[config.mk]
export PLATFORM = sky130hd
export DESIGN_NAME = div_restoring_seq
export DESIGN_NICKNAME = d
export VERILOG_FILES = /design/src/rtl/div_restoring_seq.sv
export SDC_FILE = /design/constraint.sdc
export NUM_CORES = 1
export LEC_CHECK = 0
export ABC_AREA = 0
export BUFFER_PORTS_ARGS = -buffer_cell sky130_fd_sc_hd__buf_2
export CAP_MARGIN = 20
export CORE_MARGIN = 2
export CORE_UTILIZATION = 54
export DETAILED_ROUTE_END_ITERATION = 10
export PLACE_DENSITY = 0.84
export SLEW_MARGIN = 0
export SYNTH_ARGS = -nofsm -noshare
export SYNTH_HDL_FRONTEND = slang
export SYNTH_SLANG_ARGS = --single-unit
[constraint.sdc]
create_clock -name clk -period 2.7 [get_ports clk]
set_input_delay 0.54 -clock clk [delete_from_list [all_inputs] [get_ports clk]]
set_output_delay 0.54 -clock clk [all_outputs]
set_load 0.05 [all_outputs]
[src/rtl/div_restoring_seq.sv]
// Sequential restoring divider: one quotient bit per RUN cycle, MSB first.
// Optional macro DIV_SIGNED_EN selects two's-complement operands with sign correction.
module div_restoring_seq #(
    parameter int unsigned WIDTH = 4
) (
    input  logic             clk,
    input  logic             rst_n,
    input  logic             start,
    input  logic [WIDTH-1:0] dividend,
    input  logic [WIDTH-1:0] divisor,
    output logic             busy,
    output logic             done,
    output logic [WIDTH-1:0] quotient,
    output logic [WIDTH-1:0] remainder,
    output logic             div_by_zero
);

    localparam int unsigned RW    = WIDTH + 1;
    localparam int unsigned CNT_W = $clog2(WIDTH + 1);

    typedef enum logic [1:0] {
        IDLE = 2'd0,
        RUN  = 2'd1,
        DONE = 2'd2
    } state_e;

    state_e           state_q;
    logic [RW-1:0]    rem_q;
    logic [WIDTH-1:0] quo_q;
    logic [WIDTH-1:0] dvs_q;
    logic [CNT_W-1:0] cnt_q;
    logic             busy_q;
    logic             done_q;
    logic [WIDTH-1:0] quotient_q;
    logic [WIDTH-1:0] remainder_q;
    logic             dbz_q;
`ifdef DIV_SIGNED_EN
    logic             neg_quo_q;
    logic             neg_rem_q;
`endif

    logic [RW-1:0]    part_rem;
    logic [RW:0]      trial;
    logic [RW-1:0]    rem_d;
    logic [WIDTH-1:0] quo_d;
    logic [WIDTH-1:0] mag_a;
    logic [WIDTH-1:0] mag_b;
    logic [WIDTH-1:0] res_quo;
    logic [WIDTH-1:0] res_rem;
    logic             last_iter;

    // Shift in the next dividend bit, trial-subtract, restore on borrow
    always_comb begin
        part_rem = RW'({rem_q, quo_q[WIDTH-1]});
        trial    = {1'b0, part_rem} - {2'b00, dvs_q};
        if (trial[RW]) begin
            rem_d = part_rem;
            quo_d = {quo_q[WIDTH-2:0], 1'b0};
        end else begin
            rem_d = trial[RW-1:0];
            quo_d = {quo_q[WIDTH-2:0], 1'b1};
        end
        last_iter = (cnt_q == CNT_W'(WIDTH - 1));
    end

    // Operand magnitudes at capture and sign-corrected results at completion
    always_comb begin
`ifdef DIV_SIGNED_EN
        mag_a   = dividend[WIDTH-1] ? (~dividend) + WIDTH'(1) : dividend;
        mag_b   = divisor[WIDTH-1]  ? (~divisor)  + WIDTH'(1) : divisor;
        res_quo = neg_quo_q ? (~quo_d) + WIDTH'(1) : quo_d;
        res_rem = neg_rem_q ? (~rem_d[WIDTH-1:0]) + WIDTH'(1) : rem_d[WIDTH-1:0];
`else
        mag_a   = dividend;
        mag_b   = divisor;
        res_quo = quo_d;
        res_rem = rem_d[WIDTH-1:0];
`endif
    end

    always_ff @(posedge clk or negedge rst_n) begin
        if (!rst_n) begin
            state_q     <= IDLE;
            rem_q       <= '0;
            quo_q       <= '0;
            dvs_q       <= '0;
            cnt_q       <= '0;
            busy_q      <= 1'b0;
            done_q      <= 1'b0;
            quotient_q  <= '0;
            remainder_q <= '0;
            dbz_q       <= 1'b0;
`ifdef DIV_SIGNED_EN
            neg_quo_q   <= 1'b0;
            neg_rem_q   <= 1'b0;
`endif
        end else begin
            done_q <= 1'b0;
            unique case (state_q)
                IDLE: begin
                    if (start) begin
                        busy_q <= 1'b1;
                        if (divisor == '0) begin
                            // Divide-by-zero bypasses RUN: result is fixed, not iterated
                            state_q     <= DONE;
                            done_q      <= 1'b1;
                            quotient_q  <= '1;
                            remainder_q <= dividend;
                            dbz_q       <= 1'b1;
                        end else begin
                            state_q <= RUN;
                            rem_q   <= '0;
                            quo_q   <= mag_a;
                            dvs_q   <= mag_b;
                            cnt_q   <= '0;
`ifdef DIV_SIGNED_EN
                            neg_quo_q <= dividend[WIDTH-1] ^ divisor[WIDTH-1];
                            neg_rem_q <= dividend[WIDTH-1];
`endif
                        end
                    end
                end
                RUN: begin
                    rem_q <= rem_d;
                    quo_q <= quo_d;
                    cnt_q <= cnt_q + CNT_W'(1);
                    if (last_iter) begin
                        state_q     <= DONE;
                        done_q      <= 1'b1;
                        quotient_q  <= res_quo;
                        remainder_q <= res_rem;
                        dbz_q       <= 1'b0;
                    end
                end
                DONE: begin
                    state_q <= IDLE;
                    busy_q  <= 1'b0;
                end
                default: begin
                    state_q <= IDLE;
                    busy_q  <= 1'b0;
                end
            endcase
        end
    end

    assign busy        = busy_q;
    assign done        = done_q;
    assign quotient    = quotient_q;
    assign remainder   = remainder_q;
    assign div_by_zero = dbz_q;

endmodule

==> run summary <==
The cell count after placement is 176. The number of global-route vias before repair is 972. The buffer type at the clock tree root is sky130_fd_sc_hd__clkbuf_4. From synthesis to final layout, the design area changed by 13.2%. The cell count after synthesis came out at 130. The dominant synthesized flop cell is sky130_fd_sc_hd__dfrtp_1. The placed wire-length estimate after detailed placement came out at 1870 um.

In this run the critical register-to-register path is launched from rem_q[0]$_DFFE_PN0P_. Setup repair after global routing left no endpoint under its margin. The share of the synthesized area in compound gates (AO/OA/AOI/OAI) is 10.7%.

The maximum operating frequency is 0.462 GHz. Between clock sinks in the finished design, the worst skew comes to 8.46 ps. The portion of synthesized area spent on multiplexers is 6.20%.

The combined area of the multi-input logic cells came out at 586 um2. Leaving out fill and tap cells, the most frequent cells in the layout are 28 x sky130_fd_sc_hd__dfrtp_1, 21 x sky130_fd_sc_hd__buf_2, 20 x sky130_fd_sc_hd__nor2_1. The time the worst path needs with I/O delays and setup came out at 2160 ps. The run finished with clean final reports. Entering global routing, the biggest net connects 29 pins. The total of warnings raised by yosys came out at 0.

The standard-cell row count came out at 17. The detail route stage leaves a number of antenna-violating nets equal to 0. Across all hold checks on the routed design, the worst slack comes to 189 ps. By startpoint and endpoint, the worst setup path is classified as reg -> reg. At the end of the flow, the number of nets in the layout was 171.

The number of violations reported at the end of detailed-routing iteration 0 came out at 44. The global-route total usage across every layer is 21.2%. The horizontal die dimension came out at 53.7 um. The number of detailed-route iterations in the first pass came out at 4.

In the routed design, unresolved DRC markers number 0. The number of fill cells in the layout is 182. The later-pin clock latency in the skew report came out at 330 ps. The final wirelength is 2640 um.

The count of final max-slew check failures is 0. TritonCTS built the clock tree. The count of antenna diodes in the layout came out at 0. The tool flagged a number of max-cap violations equal to 0.

The CTS H-tree depth is 1. Global routing used 5.83% of the available met3 tracks. The number of standard cells in the final layout excluding fillers came out at 180. The most congested layer reported by global routing is met2.

The kind of path behind the tightest hold check is in -> async. Clock-pin slew was measured on the worst setup and hold paths at 150 ps. The count of cell types in the netlist is 34. The number of gates given a new drive strength after cts is 0.

The proportion of register bits with asynchronous set or reset after synthesis is 100%. The worst setup slack for register-to-register paths came out at 540 ps. On the critical path the largest part of the delay comes from simple AND/OR/NAND/NOR gates. The final global-route overflow total came out at 0.

At the end of routability-driven placement, the weighted congestion stood at 0.769. The sequential cell area came out at 701 um2. The post-synthesis register bit count is 28. In this run the worst path has a maximum fanout of 6.

The synthesized area per cell came out at 10.3 um2. The worst-case clock buffer depth came out at 2. Clock tree synthesis inserted a total of 3 buffers.

At the worst endpoint, the required time is 2960 ps. The share of the synthesized netlist area taken by xor and xnor gates is 0.657%. The slowest stage of the critical path belongs to the cell sky130_fd_sc_hd__dfrtp_1. After detailed routing, the number of vias per cell comes to 5.64.

The met2 routing resource usage after global routing is 35.8%. The post-synth design cell area came out at 1330 um2. The launching element of the worst setup path is rem_q[0]$_DFFE_PN0P_. The signal on the critical path passes through ha_1, nor2b_1, o31a_1, nor3_2, mux2_2, a31oi_1. The setup-violating endpoint count in the final report is 0. The overall die height is 53.7 um. STA classifies the critical path startpoint as a flop. The share of the clock period used by the worst path after layout is 80.1%.

The number of buffer cells added on primary ports is 21. Hold repair after CTS inserted 0 buffers. The count of flip-flops with a built-in enable after synthesis came out at 0. Together, buffers and inverters on the worst path number 0. STA classifies the critical path endpoint as a flop.

After detailed routing, the average wire length per cell comes to 14.7 um. After clock tree synthesis, the setup repair step added 0 buffers. The global routing met1 resource utilization is 27.9%. The final hold violation count is 0. The die outline area is 2880 um2. The first-pass GRT wire length came out at 4370 um. The initial antenna violation count is 0.

At the pin with the least slew margin, the transition time is 668 ps. The total nets after synthesis is 148. The starting density of the core is 58.5%.

The area of the core is 2280 um2. The total number of clock tree sinks is 28. The accumulated negative setup slack is 0 ps. The delay of the slowest cell on the worst path came out at 460 ps.

The number of top-level design ports is 22. The commonest non-fill, non-tap cell in the layout is sky130_fd_sc_hd__dfrtp_1. Data on the critical path arrives at its endpoint at 2430 ps.

After synthesis, the largest family of logic cells by area is simple AND/OR/NAND/NOR gates. The post-synthesis share of cell area spent on and, or, nand and nor gates came out at 19.2%. The post-synthesis sequential area ratio came out at 52.6%.

The routed via count is 1,015. After Yosys synthesis, full adders, half adders and majority gates account for 7.14% of the synthesized area. Headroom to the max-slew limit came out at 55.4%. The fraction of final layout cells sized beyond drive strength 1 is 25.7%.
[cell families (layout without fill, tap and decap cells)]
kind of cell,after synthesis,in the layout
adder cells (fa/ha/maj),7,7
multiplexers,7,7
AO/OA/AOI/OAI,22,22
flip-flops,28,28
AND/OR/NAND/NOR,55,55
buffers and inverters,10,32
XOR/XNOR,1,1
[sequential cells by signal, summed over array words and instances (netlist names)]
register	cells
quo_q	4
div_by_zero	1
done	1
remainder	4
dvs_q	4
state_q	2
cnt_q	3
busy	1
rem_q	4
quotient	4
[path summary, 6_finish.rpt]
kind | to | cells past startpoint
max | remainder[2]$_DFFE_PN0P_ | 6
min | state_q[0]$_DFFE_PN0P_ | 1
max reg2reg | remainder[2]$_DFFE_PN0P_ | 6
min reg2reg | cnt_q[0]$_DFFE_PN0P_ | 1
max in group asynchronous | remainder[0]$_DFFE_PN0P_ | 1
min in group clk | dvs_q[1]$_DFFE_PN0P_ | 2
[layout make-up]
type                    instances  share of cell area, %
flip-flops and latches         28                   46.4
clock buffers                   3                   1.49
well taps                      28                   2.32
multi-input cells              92                   38.8
repair buffers                 22                   7.46
inverters                       6                   1.49
clock inverters                 1                   1.99
[Yosys cell counts, types with 2 or more instances]
| library cell | n | area, um2 |
|---|---|---|
| sky130_fd_sc_hd__a21oi_1 | 5 | 25.0 |
| sky130_fd_sc_hd__nand2_1 | 18 | 67.6 |
| sky130_fd_sc_hd__nor4_1 | 2 | 12.5 |
| sky130_fd_sc_hd__nand3_1 | 2 | 10.0 |
| sky130_fd_sc_hd__dfrtp_1 | 28 | 701 |
| sky130_fd_sc_hd__buf_4 | 2 | 15.0 |
| sky130_fd_sc_hd__o21ai_0 | 2 | 10.0 |
| sky130_fd_sc_hd__inv_1 | 6 | 22.5 |
| sky130_fd_sc_hd__nor2_2 | 2 | 12.5 |
| sky130_fd_sc_hd__o21a_1 | 2 | 15.0 |
| sky130_fd_sc_hd__nor2b_1 | 3 | 18.8 |
| sky130_fd_sc_hd__ha_1 | 6 | 75.1 |
| sky130_fd_sc_hd__nor2_1 | 20 | 75.1 |
| sky130_fd_sc_hd__a31oi_1 | 7 | 43.8 |
| sky130_fd_sc_hd__mux2_2 | 6 | 67.6 |
[layer usage]
metal	routed length, um	vias up
met1	1170	501
met2	1330	21
li1	-	491
met4	14	0
met5	0	-
met3	119	2
[through the flow]
| stage | worst slack, ps | area [um2] | util, % |
|---|---|---|---|
| 6_report | 536 | 1510 | 66.3 |
| 5_1_grt | 396 | 1510 | 66.3 |
| 4_1_cts | 545 | 1510 | 66.3 |
| 3_5_place_dp | 579 | 1460 | 64.0 |
| 3_3_place_gp | 620 | 1460 | 64.0 |
| 2_1_floorplan | 791 | 1330 | - |
Power is not shown: default switching activity piles up to over one toggle a cycle in this logic, so the estimate is an artifact.
